File: src/rtl/qsf_pkg.sv
// Shared constants and the YU limiter for the quantizer scale factor adaptation stages.
package qsf_pkg;

  localparam int unsigned YU_W = 13;
  localparam int unsigned YL_W = 19;

  localparam logic [YU_W-1:0] YU_MIN = 13'd544;
  localparam logic [YU_W-1:0] YU_MAX = 13'd5120;
  localparam logic [YU_W-1:0] YU_RST = 13'd544;
  localparam logic [YL_W-1:0] YL_RST = 19'd34816;

  function automatic logic [YU_W-1:0] qsf_limit(input logic [YU_W-1:0] yut);
    if (yut < YU_MIN)      return YU_MIN;
    else if (yut > YU_MAX) return YU_MAX;
    else                   return yut;
  endfunction

endpackage

File: src/rtl/qsf_ylfilt.sv
// Combinational LIMB + FILTE: limits YUT to YUL and low-pass filters YL towards YUL<<6.
module qsf_ylfilt
  import qsf_pkg::*;
(
  input  logic [YU_W-1:0] yut,
  input  logic [YL_W-1:0] yl,
  output logic [YU_W-1:0] yul,
  output logic [YL_W-1:0] ylp
);

  logic [YL_W:0] diff;
  logic [YL_W:0] step;

  always_comb begin
    yul  = qsf_limit(yut);
    diff = {1'b0, yul, 6'b0} - {1'b0, yl};
    // arithmetic shift floors negative differences; the sum wraps mod 2^19
    step = $signed(diff) >>> 6;
    ylp  = yl + step[YL_W-1:0];
  end

endmodule

File: src/rtl/qsf_state_store.sv
// Per-channel YU/YL store with a 2-stage update pipeline, an init port and a registered read port.
module qsf_state_store
  import qsf_pkg::*;
#(
  parameter int unsigned NCH = 32,
  parameter int unsigned CW  = 5
) (
  input  logic            clk,
  input  logic            reset,
  input  logic            upd_valid,
  input  logic [CW-1:0]   upd_chan,
  input  logic [12:0]     YUT,
  input  logic            init_req,
  input  logic [CW-1:0]   init_chan,
  input  logic            rd_valid,
  input  logic [CW-1:0]   rd_chan,
  output logic [12:0]     YU,
  output logic [18:0]     YL,
  output logic            rd_done,
  output logic            upd_done
);

  logic [YU_W-1:0] yu_mem_q [NCH];
  logic [YU_W-1:0] yu_mem_d [NCH];
  logic [YL_W-1:0] yl_mem_q [NCH];
  logic [YL_W-1:0] yl_mem_d [NCH];

  logic            pipe_valid_q, pipe_valid_d;
  logic [CW-1:0]   pipe_chan_q,  pipe_chan_d;
  logic [YU_W-1:0] pipe_yul_q,   pipe_yul_d;

  logic [YU_W-1:0] yu_q, yu_d;
  logic [YL_W-1:0] yl_q, yl_d;
  logic            rd_done_q, rd_done_d;

  logic            upd_ok, init_ok, rd_ok;
  logic [YU_W-1:0] s2_yul;
  logic [YL_W-1:0] s2_ylp;

  // S2 arithmetic; the stage register already holds a limited value, so re-limiting is a no-op
  qsf_ylfilt u_ylfilt (
    .yut (pipe_yul_q),
    .yl  (yl_mem_q[pipe_chan_q]),
    .yul (s2_yul),
    .ylp (s2_ylp)
  );

  always_comb begin
    upd_ok  = 32'(upd_chan)  < NCH;
    init_ok = 32'(init_chan) < NCH;
    rd_ok   = 32'(rd_chan)   < NCH;

    pipe_valid_d = upd_valid && upd_ok;
    pipe_chan_d  = upd_chan;
    pipe_yul_d   = qsf_limit(YUT);

    yu_mem_d = yu_mem_q;
    yl_mem_d = yl_mem_q;
    if (pipe_valid_q) begin
      yu_mem_d[pipe_chan_q] = s2_yul;
      yl_mem_d[pipe_chan_q] = s2_ylp;
    end
    // init is applied last so it wins over an S2 write to the same channel
    if (init_req && init_ok) begin
      yu_mem_d[init_chan] = YU_RST;
      yl_mem_d[init_chan] = YL_RST;
    end

    rd_done_d = rd_valid;
    yu_d      = yu_q;
    yl_d      = yl_q;
    if (rd_valid) begin
      yu_d = rd_ok ? yu_mem_q[rd_chan] : '0;
      yl_d = rd_ok ? yl_mem_q[rd_chan] : '0;
    end
  end

  always_ff @(posedge clk) begin
    if (reset) begin
      for (int unsigned i = 0; i < NCH; i++) begin
        yu_mem_q[i] <= YU_RST;
        yl_mem_q[i] <= YL_RST;
      end
      pipe_valid_q <= 1'b0;
      pipe_chan_q  <= '0;
      pipe_yul_q   <= '0;
      yu_q         <= '0;
      yl_q         <= '0;
      rd_done_q    <= 1'b0;
    end else begin
      yu_mem_q     <= yu_mem_d;
      yl_mem_q     <= yl_mem_d;
      pipe_valid_q <= pipe_valid_d;
      pipe_chan_q  <= pipe_chan_d;
      pipe_yul_q   <= pipe_yul_d;
      yu_q         <= yu_d;
      yl_q         <= yl_d;
      rd_done_q    <= rd_done_d;
    end
  end

  assign YU       = yu_q;
  assign YL       = yl_q;
  assign rd_done  = rd_done_q;
  assign upd_done = pipe_valid_q;

endmodule

File: config.mk
export PLATFORM = sky130hd
export DESIGN_NAME = qsf_state_store
export DESIGN_NICKNAME = d
export VERILOG_FILES = /design/src/rtl/qsf_pkg.sv /design/src/rtl/qsf_ylfilt.sv /design/src/rtl/qsf_state_store.sv
export SDC_FILE = /design/constraint.sdc
export NUM_CORES = 2
export LEC_CHECK = 0
export CORE_MARGIN = 2
export CORE_UTILIZATION = 54
export CTS_CLUSTER_SIZE = 14
export DETAILED_ROUTE_END_ITERATION = 10
export GPL_TIMING_DRIVEN = 0
export PLACE_DENSITY = 0.7
export SLEW_MARGIN = 20
export SYNTH_ARGS = -nofsm -noshare
export SYNTH_HDL_FRONTEND = slang
export SYNTH_HIERARCHICAL = 1
export SYNTH_SLANG_ARGS = --single-unit
export TNS_END_PERCENT = 30
File: constraint.sdc
create_clock -name clk -period 11.9 [get_ports clk]
set_input_delay 2.38 -clock clk [delete_from_list [all_inputs] [get_ports clk]]
set_output_delay 2.38 -clock clk [all_outputs]
set_load 0.005 [all_outputs]
==> metrics.csv <==
stage,metric,value,unit
clock_network,htreeDepth,3,
power_and_ir_drop,internal_power,6.278,mW
synth,ys_warn_count,6,
power_and_ir_drop,pwr-share-comb,0.171,
floorplanning,ioPinCount,67,
setup_path,end_kind,register,
synth,avgSynthCellArea,8.114,µm²
place,gp_congestion,1.099,
synth,synthTopCellsByArea,"dfxtp_1 (41%), nand2_1 (15%), a21oi_1 (10%)",
status,run_status,"finished, final reports clean",
synth,seq_area_frac_synth,0.4131,
timing,slew_viol_final,0,
synth,netlist.area_leader.share,0.4131,
synth,ys_types,62,
synth,synth_ff_type,dfxtp_1,
setup_path,worstPathArrival,9990,ps
hold_path,hp-class,reg2reg,
global_routing,grt-ovfl-total,0,
timing,max_freq,107.6,MHz
final_layout,nNetsFinal,6683,
clock_network,cts_tree,done,
final_layout,fin_util,0.6163,
global_routing,grt_max_degree,18,
floorplanning,die_x,314.8,µm
routing,drc,0,
synth,synth.net_count,6494,
final_layout,drive_above_1_share,0.07672,
routing,viasPerCell,6.812,
timing,rsz0062_at_grt,no,
final_layout,area_delta_synth_final,12.62,%
setup_path,path_class,reg2reg,
floorplanning,die_area,99080,µm²
routing,firstDrtPassIters,9,
clock_network,cts.clk_slew.worst_paths,60,ps
power_and_ir_drop,netSwitchingFraction,0.3164,
floorplanning,num_rows,113,
synth,syn_inst,6427,
power_and_ir_drop,p_per_area,156.4,nW/µm²
floorplanning,coreArea,95290,µm²
timing,tns,0,ps
clock_network,clock-root-buffer,clkbuf_16,
clock_network,clockBufferDepth,3,
power_and_ir_drop,ir_drop,0.0001260,V
global_routing,antenna_found_initial,14,
run,drv_cap,0,
timing,max_slew_margin,0.1069,
setup_path,critPathRequiredTime,12590,ps
power_and_ir_drop,clockPowerShare,0.431,
synth,synth-seq-cells,1076,
power_and_ir_drop,p_total,9.184,mW
synth,yosysTopAreaCell,dfxtp_1,
routing,vias,54460,
timing,timing.final.crit_share,0.7810,
timing,setup_viol_count_final,0,
clock_network,numCtsBuffers,116,
clock_network,postCtsSetupBuffers,0,
clock_network,ctsResizeCount,0,
synth,async_flop_share,0,
power_and_ir_drop,power.net_switching,2.906,mW
timing,hold_ws,453.4,ps
timing,fin_crit,9294,ps
timing,finClkSkew,54.62,ps
synth,netlist_area,52150,µm²
synth,synth_edf_count,0,
global_routing,grt_usage,0.5308,
routing,ant_nets,0,
place,hpwl,198.8,mm
synth,post-synth-top-count-cell,nand2_1,
place,port_buffers,60,
power_and_ir_drop,power_frac_seq,0.398,
clock_network,cts_hold_buf,0,
synth,synth_common_cells,"nand2_1 (2103), a21oi_1 (1080), dfxtp_1 (1076)",
clock_network,cts_sinks,1076,
floorplanning,initial_core_util,0.5473,
setup_path,crit_fanout,10,
global_routing,grt_pass1_wl,367.1,mm
routing,routedWlPerCell,33.84,µm
setup_path,cp-start-kind,register,
power_and_ir_drop,power_leakage,21.05,nW
routing,finalWirelength,270.6,mm
global_routing,grt_pass1_vias,48730,
timing,tightest_slew,1340,ps
clock_network,clk-insertion-delay-late,770,ps
routing,initialDrtViolationCount,9437,
floorplanning,die_h,314.8,µm
timing,hold_viol,0,
-- layer usage --
| metal | share of wire | up-vias | track usage |
|---|---|---|---|
| li1 | - | 22600 | - |
| met1 | 0.34 | 25910 | 0.6366 |
| met2 | 0.40 | 4680 | 0.7331 |
| met3 | 0.15 | 1258 | 0.2100 |
| met4 | 0.11 | 10 | 0.4668 |
| met5 | 0.00052 | - | 0 |
-- layout by cell type (no fill, tap or decap), drive strengths merged, types with 6 or more instances in the layout --
cell / netlist / final
nor4: 6 / 6
inv: 20 / 25
o21ai: 20 / 20
ha: 33 / 33
nor2b: 14 / 14
and2: 6 / 6
xor2: 7 / 7
diode: 0 / 16
dfxtp: 1076 / 1076
nand3: 135 / 135
bufinv: 0 / 14
nand2: 2103 / 2103
nor3b: 7 / 7
clkbuf: 430 / 616
xnor2: 20 / 20
a22oi: 332 / 332
buf: 175 / 183
nand4: 23 / 23
mux2i: 512 / 512
nor2: 93 / 93
and3: 21 / 21
clkdlybuf4s50: 0 / 60
a21o: 42 / 42
clkinv: 0 / 12
or4: 32 / 32
mux4: 152 / 152
a211oi: 35 / 35
a21oi: 1080 / 1080
-- worst max-delay path: stages (launching register included) --
cell and delay (ps):
dfxtp_1 540, clkbuf_1 600, and2_0 340, clkbuf_1 930
clkbuf_1 750, a22oi_1 310, nand4_1 300, inv_1 80
ha_1 350, and3_1 220, a221oi_2 370, a21boi_1 150
o21ai_1 220, o211ai_1 160, o41a_1 360, xor2_1 160
ha_1 380, nand3_1 130, or3_1 390, o221ai_1 370
a21o_1 170, a21oi_1 70, xnor2_1 820, clkbuf_1 730
nand2_1 130, a21oi_1 150
-- flip-flops by register name (all words and copies together) (netlist names) --
signal,cells
pipe_yul_q,13
yu_mem_q,416
YL,19
YU,13
upd_done,1
pipe_chan_q,5
yl_mem_q,608
rd_done,1
-- cells by family after synthesis --
group                    after synthesis  synth area share
AO/OA/AOI/OAI                       1536            0.1697
buffers and inverters                625           0.05204
XOR/XNOR                              27          0.004535
adder cells (fa/ha/maj)               34          0.008301
flip-flops                          1076            0.4131
AND/OR/NAND/NOR                     2465            0.1885
multiplexers                         664            0.1639
-- per-stage QoR --
| stage | setup WS (ps) | instances | cell area (µm²) |
|---|---|---|---|
| 2_1_floorplan | 6297 | 6427 | 52150 |
| 3_5_place_dp | 3265 | 7761 | 54570 |
| 4_1_cts | 3212 | 7976 | 58660 |
| 5_1_grt | 2788 | 7980 | 58700 |
| 6_report | 2606 | 7994 | 58730 |
| 3_3_place_gp | 2834 | 7752 | 54330 |
-- worst paths after layout --
kind              cells past startpoint            end  slack (ps)            from
setup reg to reg                     25  yl_mem_q[111]        2610  pipe_chan_q[2]
hold / removal                        2  yu_mem_q[255]         450   yu_mem_q[255]
setup / recovery                     25  yl_mem_q[111]        2610  pipe_chan_q[2]
hold reg to reg                       2  yu_mem_q[255]         450   yu_mem_q[255]
-- power groups by stage --
stage               combinational (mW)  clock, mW  sequential (mW)
finish                            1.57       3.96             3.66
global route                      1.54       4.05             3.66
CTS                               1.45       3.91             3.65
detailed placement                1.45          0             3.73
global placement                  1.44          0             3.73
floorplan                        0.751          0             3.73
-- cell type report --
cell class | instances | area [µm²]
fill | 8580 | 36560
tap | 1265 | 1583
sequential | 1076 | 21540
buffer | 605 | 2686
inverter | 20 | 75.07
timing repair buffer | 71 | 808.3
clock buffer | 183 | 3476
clock inverter | 32 | 616.8
antenna | 16 | 40.04
multi-input combinational | 4726 | 27910
Power figures use the tool's default switching activity.
